<file path="config.mk">
export PLATFORM = sky130hd
export DESIGN_NAME = tile_blitter
export DESIGN_NICKNAME = d
export VERILOG_FILES = /design/src/rtl/tile_blitter.sv
export SDC_FILE = /design/constraint.sdc
export NUM_CORES = 1
export LEC_CHECK = 0
export BUFFER_PORTS_ARGS = -buffer_cell sky130_fd_sc_hd__buf_2
export CAP_MARGIN = 20
export CORE_MARGIN = 5
export CORE_UTILIZATION = 35
export DETAILED_ROUTE_END_ITERATION = 8
export GPL_ROUTABILITY_DRIVEN = 1
export GPL_TIMING_DRIVEN = 0
export PLACE_DENSITY = 0.62
export SETUP_SLACK_MARGIN = 0.3
export SLEW_MARGIN = 20
export SYNTH_ARGS = -nofsm -noshare
export SYNTH_HDL_FRONTEND = slang
export SYNTH_SLANG_ARGS = --single-unit
</file>
<file path="constraint.sdc">
create_clock -name clk -period 3.9 [get_ports clk]
set_clock_uncertainty 0.15 [all_clocks]
set_input_delay 0 -clock clk [delete_from_list [all_inputs] [get_ports clk]]
set_output_delay 0 -clock clk [all_outputs]
set_load 0.05 [all_outputs]
</file>
<file path="src/rtl/tile_blitter.sv">
// tile_blitter: rasterises one 4x4 tile sprite into the 160x120x3 frame buffer.
// One request draws one map cell, one pixel per clock, then pulses done.
// Optional build macro BLIT_CLEAR_EN adds clr_start and a full-buffer clear.
module tile_blitter #(
  parameter int unsigned FB_W   = 160,
  parameter int unsigned FB_H   = 120,
  parameter int unsigned TILE   = 4,
  parameter int unsigned MAP_W  = 40,
  parameter int unsigned MAP_H  = 30,
  parameter int unsigned ADDR_W = 15
) (
  input  logic              clk,
  input  logic              reset,
  input  logic              req_valid,
  output logic              req_ready,
  input  logic [5:0]        req_x,
  input  logic [4:0]        req_y,
  input  logic [3:0]        req_code,
`ifdef BLIT_CLEAR_EN
  input  logic              clr_start,
`endif
  output logic              fb_we,
  output logic [ADDR_W-1:0] fb_addr,
  output logic [2:0]        fb_data,
  output logic              done,
  output logic              err
);

  // Map rows never exceed what the frame buffer can hold.
  localparam int unsigned ROWS = (MAP_H * TILE <= FB_H) ? MAP_H : FB_H / TILE;
  localparam logic [5:0] XLim = 6'(MAP_W);
  localparam logic [4:0] YLim = 5'(ROWS);
  localparam logic [3:0] PixLast = 4'(TILE * TILE - 1);
`ifdef BLIT_CLEAR_EN
  localparam logic [ADDR_W-1:0] FbLast = ADDR_W'(FB_W * FB_H - 1);
`endif

  typedef enum logic [1:0] {StIdle, StDraw, StDone, StClear} state_e;

  state_e      state_q, state_d;
  logic [3:0]  cnt_q, cnt_d;
  logic [5:0]  x_q;
  logic [4:0]  y_q;
  logic [3:0]  code_q;
`ifdef BLIT_CLEAR_EN
  logic [ADDR_W-1:0] clr_q, clr_d;
`endif

  logic        clr_go;
  logic        handshake;
  logic        out_of_range;

  logic              we_d;
  logic [ADDR_W-1:0] addr_d;
  logic [2:0]        data_d;
  logic              done_d;
  logic              err_d;
  logic              ready_d;

  logic [5:0]        sel_x;
  logic [4:0]        sel_y;
  logic [3:0]        sel_code;
  logic [1:0]        pix_r;
  logic [1:0]        pix_c;
  logic [ADDR_W-1:0] row_a;
  logic [ADDR_W-1:0] tile_addr;

  // Colour of pixel (r,c) of the sprite for a tile code.
  function automatic logic [2:0] sprite(input logic [3:0] code, input logic [1:0] r,
                                        input logic [1:0] c);
    logic corner, inner, top_corner, eye;
    logic [2:0] body;
    corner     = (r == 2'd0 || r == 2'd3) && (c == 2'd0 || c == 2'd3);
    inner      = (r == 2'd1 || r == 2'd2) && (c == 2'd1 || c == 2'd2);
    top_corner = (r == 2'd0) && (c == 2'd0 || c == 2'd3);
    eye        = (r == 2'd1) && (c == 2'd1 || c == 2'd2);
    unique case (code)
      4'd5:    body = 3'b100;
      4'd6:    body = 3'b011;
      4'd7:    body = 3'b101;
      default: body = 3'b010;
    endcase
    unique case (code)
      4'd1:                   sprite = 3'b001;
      4'd2:                   sprite = inner ? 3'b111 : 3'b000;
      4'd3:                   sprite = corner ? 3'b000 : 3'b111;
      4'd4:                   sprite = corner ? 3'b000 : 3'b110;
      4'd5, 4'd6, 4'd7, 4'd8: sprite = top_corner ? 3'b000 : (eye ? 3'b111 : body);
      default:                sprite = 3'b000;
    endcase
  endfunction

`ifdef BLIT_CLEAR_EN
  assign clr_go = clr_start && (state_q == StIdle);
`else
  assign clr_go = 1'b0;
`endif
  // A clear request in IDLE pre-empts a tile request in the same cycle.
  assign handshake    = req_valid && req_ready && !clr_go;
  assign out_of_range = (req_x >= XLim) || (req_y >= YLim);

  // State, pixel counter and latched request.
  always_ff @(posedge clk or posedge reset) begin
    if (reset) begin
      state_q <= StIdle;
      cnt_q   <= '0;
      x_q     <= '0;
      y_q     <= '0;
      code_q  <= '0;
`ifdef BLIT_CLEAR_EN
      clr_q   <= '0;
`endif
    end else begin
      state_q <= state_d;
      cnt_q   <= cnt_d;
`ifdef BLIT_CLEAR_EN
      clr_q   <= clr_d;
`endif
      if (handshake) begin
        x_q    <= req_x;
        y_q    <= req_y;
        code_q <= req_code;
      end
    end
  end

  // Next-state and counter advance.
  always_comb begin
    state_d = state_q;
    cnt_d   = cnt_q;
`ifdef BLIT_CLEAR_EN
    clr_d   = clr_q;
`endif
    unique case (state_q)
      StIdle: begin
`ifdef BLIT_CLEAR_EN
        if (clr_go) begin
          state_d = StClear;
          clr_d   = '0;
        end else
`endif
        if (handshake) begin
          cnt_d   = '0;
          state_d = out_of_range ? StDone : StDraw;
        end
      end
      StDraw: begin
        cnt_d = cnt_q + 4'd1;
        if (cnt_q == PixLast) state_d = StDone;
      end
      StDone: state_d = StIdle;
`ifdef BLIT_CLEAR_EN
      StClear: begin
        clr_d = clr_q + ADDR_W'(1);
        if (clr_q == FbLast) state_d = StDone;
      end
`endif
      default: state_d = StIdle;
    endcase
  end

  // Next values of the registered outputs; on the accept edge the live request is used.
  always_comb begin
    sel_x     = handshake ? req_x : x_q;
    sel_y     = handshake ? req_y : y_q;
    sel_code  = handshake ? req_code : code_q;
    pix_r     = cnt_d[3:2];
    pix_c     = cnt_d[1:0];
    row_a     = ADDR_W'({sel_y, 2'b00}) + ADDR_W'(pix_r);
    tile_addr = row_a * ADDR_W'(FB_W) + ADDR_W'({sel_x, 2'b00}) + ADDR_W'(pix_c);

    we_d    = 1'b0;
    addr_d  = '0;
    data_d  = 3'b000;
    if (state_d == StDraw) begin
      we_d   = 1'b1;
      addr_d = tile_addr;
      data_d = sprite(sel_code, pix_r, pix_c);
    end
`ifdef BLIT_CLEAR_EN
    if (state_d == StClear) begin
      we_d   = 1'b1;
      addr_d = clr_d;
    end
`endif
    done_d  = (state_d == StDone);
    // Only a rejected request goes straight from IDLE to DONE.
    err_d   = done_d && (state_q == StIdle);
    ready_d = (state_d == StIdle);
  end

  // Output registers.
  always_ff @(posedge clk or posedge reset) begin
    if (reset) begin
      fb_we     <= 1'b0;
      fb_addr   <= '0;
      fb_data   <= 3'b000;
      done      <= 1'b0;
      err       <= 1'b0;
      req_ready <= 1'b0;
    end else begin
      fb_we     <= we_d;
      fb_addr   <= addr_d;
      fb_data   <= data_d;
      done      <= done_d;
      err       <= err_d;
      req_ready <= ready_d;
    end
  end

endmodule

</file>
==> run summary, run 1 <==
All-Layer GR Usage: 12.7%
Most common cell after layout, fill and taps aside: dfrtp_1
Worst Hold Class: in2async
DP Wirelength: 3.65 mm
Placed insts: 330
Cell Area, Placed: 0.00264 sq mm
Post-route insts no fill: 356
Die area: 0.00838 sq mm
Tightest Pin Transition: 0.843 ns
Core ar.: 0.00642 sq mm
Detail Route Antenna Nets: 0
Vias per cell: 5.09
CTS clock-pin slew for the worst setup and hold paths: 0.09 ns
Initial antenna violation count: 0
Cell variety after synth: 49
Critical Path AT: 3.53 ns
Worst r2r dst: fb_addr[13]
Worst Setup End Kind: flop
R2R cell count: 12
Reg2Reg Setup Slack: 0.46 ns
Starting Density: 36.2%
Peak Freq: 290 MHz
Final GP Congestion: 0.860
Rel. slew slack: 42.3%
Setup_tns: 0 ns
FF+latch count, synth: 43
Final setup viols: 0
Worst-Skew Late Latency: 0.29 ns
First-pass DRT Iterations: 4
First-pass GRT wire length: 8.53 mm
Routed wire per std cell: 13.8 um
Unrepaired setup endpoints after global routing: false
Shortest period the worst path allows: 3.44 ns
Cell area after layout: 0.00294 sq mm
Bufs on Longest Clock Path: 2
CTS Sinks: 43
Share of cells above drive strength 1: 28.0%
End-of-flow core utilization: 45.8%
Reg2Reg Launch Point: req_ready
DRC: 0
Final Hold Vio Count: 0
Syn Std Cell Area: 0.00233 sq mm
Std-Cell Rows: 29
Most frequent cells in the layout: dfrtp_1, buf_2, nor2_1
EDFF count, synth: 0
CTS root buffer: clkbuf_8
H-tree levels: 2
Die width: 91.5 um
Slew Viols, Final: 0
Fill cells: 602
IO Count: 40
Worst-path fanout max: 10
Sequential area share after synthesis: 46.2%
Global route total overflow: 0
WL final: 4.91 mm
Async set or reset register ratio after synthesis: 100%
Diodes inserted: 0
Final Cycle Share: 88.3%
Ys Warns: 0
Area Overhead vs Synth: 26.3%
Status: complete, no violations
1st-iter DRT viols: 60
Crit Path Category: reg2reg
Die Ht: 91.5 um
Vias: 1,812
Synth Flop Type: dfrtp_1
Final net count: 314
Total CTS buffers: 5
Post-synthesis cell count: 213
Syn_nets: 249
Largest net degree at the start of global routing: 31
Vias in the first global route: 1,800
Startpoint Class: flop
# Max-Cap Violations: 0
TritonCTS clock tree: built
Synth Area per Inst: 10.9 sq um
Port bufs: 39
Worst EP required: 3.99 ns
worst max-delay path: stages (launching register included):
cell and delay, ns:
dfrtp_2 0.43, buf_2 0.18, nand2_2 0.10, clkbuf_8 0.19, mux2_2 0.38, ha_1 0.28
ha_1 0.24, fa_2 0.38, xor2_2 0.19, o2111ai_2 0.19, nor4_2 0.34, xnor3_1 0.26
nor2_1 0.09
stage by stage:
stage	worst slack [ns]	hold WS, ns
global route	0.311	0.0866
global placement	0.110	0.0988
finish	0.457	0.0383
floorplan	0.304	0.00157
detailed placement	0.0431	-0.173
CTS	0.326	0.0347
cells by family after synthesis:
group           synth area share, %
fa+ha+maj                      10.3
mux                            7.47
flops                          46.2
xor+xnor                       3.98
simple gates                   13.6
compound gates                 15.0
buf+inv                        3.39
worst max-delay path by stage:
stage | start | end | slack, ns
after floorplan | req_ready | fb_addr[13] | 0.30
after global placement | req_ready | fb_addr[13] | 0.11
after detailed placement | req_ready | fb_addr[13] | 0.04
after CTS | req_ready | fb_addr[13] | 0.33
after global routing | req_ready | fb_addr[13] | 0.31
final | req_ready | fb_addr[13] | 0.46
registers in the layout, summed over array words and instances (netlist names):
| signal | flops |
|---|---|
| fb_addr | 15 |
| x_q | 6 |
| y_q | 5 |
| cnt_q | 4 |
| code_q | 4 |
| fb_data | 3 |
| state_q | 2 |
| done | 1 |
| err | 1 |
| fb_we | 1 |
| req_ready | 1 |
metal layers:
layer	up-vias	GRT usage (%)	share of wire (%)
met1	873	16.0	46
met4	0	5.15	1.7
met2	39	21.0	48
met3	7	2.98	4.3
li1	893	-	-
met5	-	0	0
synth_stat cells (all sizes together) (5+ instances only):
| library cell | number | area share (%) |
|---|---|---|
| dfrtp | 43 | 46 |
| nor2 | 21 | 3.4 |
| ha | 16 | 8.6 |
| a21oi | 12 | 2.6 |
| inv | 12 | 1.9 |
| mux2 | 11 | 5.3 |
| o21ai | 10 | 2.2 |
| and2 | 7 | 1.9 |
| a211oi | 6 | 1.9 |
| nand3 | 6 | 1.3 |
| xor2 | 6 | 2.3 |
| mux2i | 5 | 2.2 |
cell type report:
type / count / area [sq um] / share of cell area, %
repair buffers: 58 / 390 / 13.3
clock inverters: 2 / 12.5 / 0.426
flip-flops and latches: 43 / 1080 / 36.6
clock buffers: 6 / 72.6 / 2.47
multi-input cells: 152 / 1200 / 40.9
plain buffers: 6 / 45.0 / 1.53
well taps: 77 / 96.3 / 3.28
inverters: 12 / 45.0 / 1.53
repair_timing:
item | 4_1_cts | 5_1_grt
hold buffers | 16 | 0
endpoints found under the hold margin | 62 | 0
endpoints found under the setup margin | 2 | 1
setup buffers | 1 | 1
resized for setup | 6 | 4
pin swaps | 2 | 3
Power of run 1 is left out: the tool's default activity adds up to more than one toggle a clock period on the data nets, which glitch-free logic cannot reach.
==> run 2, diff against run 1 <==
--- a/config.mk
+++ b/config.mk
@@ -7,12 +7,12 @@
 export LEC_CHECK = 0
 export BUFFER_PORTS_ARGS = -buffer_cell sky130_fd_sc_hd__buf_2
 export CAP_MARGIN = 20
+export CORE_ASPECT_RATIO = 0.6
 export CORE_MARGIN = 5
 export CORE_UTILIZATION = 35
 export DETAILED_ROUTE_END_ITERATION = 8
 export GPL_ROUTABILITY_DRIVEN = 1
 export GPL_TIMING_DRIVEN = 0
-export PLACE_DENSITY = 0.62
 export SETUP_SLACK_MARGIN = 0.3
 export SLEW_MARGIN = 20
 export SYNTH_ARGS = -nofsm -noshare
==> run 2 against run 1 <==
Via count decreased by 0.55%. Sequential share of layout area decreased by 0.26 points. Maximum frequency about the same. First-iteration DRC count increased by 47%. Utilization decreased by 0.64 points. Routed wire length increased by 4.2%. Cell area increased by 0.72%. Die area increased by 0.65%. Setup slack improved by 0.0029 ns. Global-route usage increased by 0.58 points. Critical endpoint unchanged.
==> run summary, run 2 (synthesized netlist as in run 1, its figures left out) <==
Global route total overflow: 0 (unchanged)
Final Hold Vio Count: 0 (unchanged)
Max reg flops: 15 (unchanged)
Most common cell after layout, fill and taps aside: dfrtp_1 (unchanged)
Cell area after layout: 0.00296 sq mm (was 0.00294 sq mm)
Starting Density: 35.5% (was 36.2%)
Final setup viols: 0 (unchanged)
CTS Sinks: 43 (unchanged)
Final GP Congestion: 0.778 (was 0.860)
Worst-path fanout max: 10 (unchanged)
Vias in the first global route: 1,825 (was 1,800)
CTS clock-pin slew for the worst setup and hold paths: 0.09 ns (about the same)
CTS root buffer: clkbuf_8 (unchanged)
Biggest regs: fb_addr x15, x_q x6, y_q x5 (unchanged)
Critical Path AT: 3.52 ns (was 3.53 ns)
Detail Route Antenna Nets: 0 (unchanged)
Die Ht: 73.2 um (was 91.5 um)
Final worst setup slack: 0.459 ns (was 0.457 ns)
Port bufs: 39 (unchanged)
Largest net degree at the start of global routing: 34 (was 31)
Most frequent cells in the layout: dfrtp_1, buf_2, nor2_1 (unchanged)
Std-Cell Rows: 23 (was 29)
Cell Area, Placed: 0.00266 sq mm (was 0.00264 sq mm)
Share of cells above drive strength 1: 28.1% (was 28.0%)
Setup_tns: 0 ns (unchanged)
Die width: 115 um (was 91.5 um)
Shortest period the worst path allows: 3.44 ns (about the same)
DRC: 0 (unchanged)
# Max-Cap Violations: 0 (unchanged)
Die area: 0.00843 sq mm (was 0.00838 sq mm)
TritonCTS clock tree: built (unchanged)
First-pass DRT Iterations: 4 (unchanged)
Crit Path Category: reg2reg (unchanged)
DP Wirelength: 3.90 mm (was 3.65 mm)
Core ar.: 0.00656 sq mm (was 0.00642 sq mm)
Tightest Pin Transition: 0.782 ns (was 0.843 ns)
Worst EP required: 3.98 ns (was 3.99 ns)
Vias per cell: 4.94 (was 5.09)
H-tree levels: 2 (unchanged)
Placement Setup Slack: -0.00956 ns (was 0.0431 ns)
1st-iter DRT viols: 88 (was 60)
Bufs on Longest Clock Path: 2 (unchanged)
Status: complete, no violations (unchanged)
Vias: 1,802 (was 1,812)
Total CTS buffers: 5 (unchanged)
Unrepaired setup endpoints after global routing: false (unchanged)
Largest Register: fb_addr (unchanged)
WL final: 5.11 mm (was 4.91 mm)
Routed wire per std cell: 14.0 um (was 13.8 um)
Final net count: 313 (was 314)
Initial antenna violation count: 0 (unchanged)
Rel. slew slack: 47.7% (was 42.3%)
Worst Setup End Kind: flop (unchanged)
Worst-Skew Late Latency: 0.30 ns (was 0.29 ns)
First-pass GRT wire length: 8.77 mm (was 8.53 mm)
Area Overhead vs Synth: 27.3% (was 26.3%)
Diodes inserted: 0 (unchanged)
Startpoint Class: flop (unchanged)
IO Count: 40 (unchanged)
Peak Freq: 291 MHz (was 290 MHz)
Final Cycle Share: 88.2% (was 88.3%)
All-Layer GR Usage: 13.3% (was 12.7%)
Worst Hold Class: in2async (unchanged)
Final Hold Slack: 0.00953 ns (was 0.0383 ns)
Slew Viols, Final: 0 (unchanged)
[run 2: layout make-up]
class,instances,area [sq um]
multi-input cells,152,1200
plain buffers,6,46.3
repair buffers,57,383
flip-flops and latches,43,1080
inverters,12,45.0
well taps,87,109
clock buffers,6,82.6
clock inverters,2,16.3
fillers,628,3600
[run 2: worst paths after layout]
| path | to | from | cells after the start | slack, ns |
|---|---|---|---|---|
| worst min-delay path | x_q[2] | reset | 3 | 0.01 |
| max in group asynchronous | req_ready | reset | 4 | 3.12 |
| worst max register to register | fb_addr[13] | req_ready | 11 | 0.46 |
| worst min register to register | x_q[0] | x_q[0] | 1 | 0.35 |
| worst max-delay path | fb_addr[13] | req_ready | 11 | 0.46 |
| min in group clk | code_q[3] | req_valid | 4 | 0.11 |
[run 2: worst max-delay path, cell delays in order, from the launching register on]
cell and delay [ns]:
dfrtp_2 0.42, buf_2 0.18, nand2_2 0.12, buf_8 0.16
mux2_2 0.38, ha_1 0.29, ha_1 0.24, fa_2 0.58
o2111ai_2 0.17, nor4_2 0.34, xnor3_1 0.26, nor2_1 0.09
[run 2: stage by stage]
stage / util (%) / cells
after floorplan: - / 213
after global placement: 40.2 / 339
after detailed placement: 40.5 / 340
after CTS: 44.9 / 364
after global routing: 45.1 / 365
final: 45.1 / 365
[run 2: what timing repair did]
| item | in CTS | in global routing |
|---|---|---|
| setup endpoints to repair | 2 | 2 |
| setup buffers | 0 | 1 |
| hold buffers | 16 | 0 |
| pin swaps | 3 | 2 |
| resized for setup | 7 | 4 |
| hold endpoints to repair | 61 | 0 |
[run 2: routing by layer]
metal  vias to the layer above  part of all wire, %  wire length (um)  track usage [%]
li1                        898                    -                 -                -
met1                       859                   53              2730             19.5
met2                        40                   40              2050             19.5
met3                         5                  5.7               290             3.48
met4                         0                 0.80                41             3.52
met5                         -                    0                 0                0
Power of run 2 is left out for the same reason.
==> run 3, diff against run 2 <==
--- a/config.mk
+++ b/config.mk
@@ -12,7 +12,7 @@
 export CORE_UTILIZATION = 35
 export DETAILED_ROUTE_END_ITERATION = 8
 export GPL_ROUTABILITY_DRIVEN = 1
-export GPL_TIMING_DRIVEN = 0
+export HOLD_SLACK_MARGIN = 0.15
 export SETUP_SLACK_MARGIN = 0.3
 export SLEW_MARGIN = 20
 export SYNTH_ARGS = -nofsm -noshare
==> run 3 against run 2 <==
Final cell count down 0.55%. Critical endpoint unchanged. Global-route usage up 0.57 points. Sequential cell count unchanged. Critical path depth down 1. Cell area down 0.76%. Clock-buffer cell count down 1. First-iteration DRC count down 5.7%. Register-to-register slack about the same. Setup slack worse by 0.0076 ns.
==> run summary, run 3 (synthesized netlist as in run 1, its figures left out) <==
Status: complete, no violations (unchanged)
Worst r2r dst: fb_addr[13] (unchanged)
Initial antenna violation count: 0 (unchanged)
1st-iter DRT viols: 83 (was 88)
Final GP Congestion: 0.821 (was 0.778)
CTS Sinks: 43 (unchanged)
Die width: 115 um (unchanged)
All-Layer GR Usage: 13.9% (was 13.3%)
Vias in the first global route: 1,854 (was 1,825)
H-tree levels: 2 (unchanged)
Worst-path fanout max: 6 (was 10)
Crit Path Category: reg2reg (unchanged)
WL final: 5.39 mm (was 5.11 mm)
Placed insts: 336 (was 340)
Share of cells above drive strength 1: 26.8% (was 28.1%)
CTS root buffer: clkbuf_8 (unchanged)
Die Ht: 73.2 um (unchanged)
Core ar.: 0.00656 sq mm (unchanged)
Slowest-stage cell, CP: dfrtp_2 (was fa_2)
Most common cell after layout, fill and taps aside: dfrtp_1 (unchanged)
First-pass DRT Iterations: 4 (unchanged)
Final Hold Vio Count: 0 (unchanged)
Sequential Area: 0.00108 sq mm (about the same)
Delay of the slowest critical-path stage: 0.45 ns (was 0.58 ns)
Hold wc startpoint: req_valid
Largest Register: fb_addr (unchanged)
Met2 global-route usage: 20.3% (was 19.5%)
Post-route insts no fill: 363 (was 365)
Setup_tns: 0 ns (unchanged)
Die area: 0.00843 sq mm (unchanged)
Routed wire per std cell: 14.8 um (was 14.0 um)
Shortest period the worst path allows: 3.45 ns (was 3.44 ns)
Global route total overflow: 0 (unchanged)
Std-Cell Rows: 23 (unchanged)
Vias per cell: 4.98 (was 4.94)
# Max-Cap Violations: 0 (unchanged)
Vias: 1,809 (was 1,802)
Startpoint Class: flop (unchanged)
IO Count: 40 (unchanged)
Biggest regs: fb_addr x15, x_q x6, y_q x5 (unchanged)
Fill cells: 625 (was 628)
TritonCTS clock tree: built (unchanged)
Slew Viols, Final: 0 (unchanged)
Tightest Pin Transition: 0.573 ns (was 0.782 ns)
Diodes inserted: 0 (unchanged)
DP Wirelength: 3.95 mm (was 3.90 mm)
DRC: 0 (unchanged)
Most Frequent Cell on Critical Path: ha_1 (unchanged)
Worst path cell trace: nand2_1 -> mux2_2 -> ha_1 -> ha_1 -> fa_1 -> xor2_2 -> o2111ai_1 -> nor4_2 -> xnor3_1 -> nor2_1 (was buf_2 -> nand2_2 -> buf_8 -> mux2_2 -> ha_1 -> ha_1 -> fa_2 -> o2111ai_2 -> nor4_2 -> xnor3_1 -> nor2_1)
WHS Endpoint: req_ready
Reg2Reg Setup Slack: 0.45 ns (was 0.46 ns)
Final setup viols: 0 (unchanged)
Critical Path AT: 3.53 ns (was 3.52 ns)
Bufs on Longest Clock Path: 2 (unchanged)
Multi-input combinational cell area: 0.00119 sq mm (was 0.00120 sq mm)
Worst EP required: 3.98 ns (about the same)
R2R cell count: 10 (was 11)
Reg2Reg Launch Point: req_ready (unchanged)
Final net count: 311 (was 313)
Met1 Usage GRT: 20.5% (was 19.5%)
Rel. slew slack: 60.7% (was 47.7%)
GRT Max-Usage Layer: met1 (was met2)
Worst Setup End Kind: flop (unchanged)
Max reg flops: 15 (unchanged)
Total CTS buffers: 5 (unchanged)
Largest net degree at the start of global routing: 44 (was 34)
Peak Freq: 290 MHz (was 291 MHz)
Starting Density: 35.5% (unchanged)
Port bufs: 39 (unchanged)
Final Cycle Share: 88.4% (was 88.2%)
Worst Hold Class: in2reg (was in2async)
First-pass GRT wire length: 9.15 mm (was 8.77 mm)
Unrepaired setup endpoints after global routing: false (unchanged)
CTS clock-pin slew for the worst setup and hold paths: 0.10 ns (was 0.09 ns)
Worst-Skew Late Latency: 0.30 ns (about the same)
Most frequent cells in the layout: dfrtp_1, buf_2, nor2_1 (unchanged)
M3 GR Usage: 3.40% (was 3.48%)
Area Overhead vs Synth: 26.3% (was 27.3%)
Detail Route Antenna Nets: 0 (unchanged)
WHS Path Cells: 3
-- run 3: cell count changes in the layout (fill, tap and decap cells not counted), sizes merged --
cell / delta
clkbuf: -3
buf: -2
clkinv: +2
dlygate4sd3: +2
bufinv: +1
clkinvlp: -1
inv: -1
-- run 3: worst max-delay path by stage --
| stage | start | end | slack [ns] | cells after the start |
|---|---|---|---|---|
| floorplan | req_ready | fb_addr[13] | 0.30 | 12 |
| global placement | req_ready | fb_addr[13] | 0.49 | 12 |
| detailed placement | req_ready | fb_addr[13] | 0.34 | 12 |
| CTS | req_ready | fb_addr[13] | 0.34 | 11 |
| global route | cnt_q[0] | fb_addr[13] | 0.30 | 11 |
| finish | req_ready | fb_addr[13] | 0.45 | 10 |
-- run 3: worst max-delay path, delay by kind of cell, from the launching register on --
family	cells	cell delay, ns
simple gates	3	0.67
mux	1	0.41
compound gates	1	0.22
flops	1	0.45
fa+ha+maj	3	0.95
xor+xnor	2	0.54
-- run 3: final cells by class --
class,count,area share [%]
clock buffers,5,2.34
clock inverters,3,1.49
inverters,12,1.53
multi-input cells,152,40.4
flip-flops and latches,43,36.7
well taps,87,3.70
repair buffers,61,13.8
-- run 3: timing repair --
item	CTS	global route
setup endpoints to repair	1	2
hold endpoints to repair	64	0
gates resized for setup	1	5
buffers inserted	0	1
hold buffers	18	0
pin swaps	0	0
-- run 3: routing by layer --
layer	vias to the layer above	routed length, um
met1	877	2880
met3	4	239
met5	-	0
met2	39	2240
li1	889	-
met4	0	34
-- run 3: metrics by stage --
stage          util (%)  setup WS [ns]  cell area, sq um  hold slack, ns
6_report           44.8          0.452              2940           0.142
5_1_grt            44.8          0.301              2940           0.205
4_1_cts            44.4          0.343              2910           0.172
3_5_place_dp       40.0          0.336              2620          0.0225
3_3_place_gp       40.0          0.492              2620          0.0162
2_1_floorplan         -          0.304              2330         0.00157
Power of run 3 is left out for the same reason.
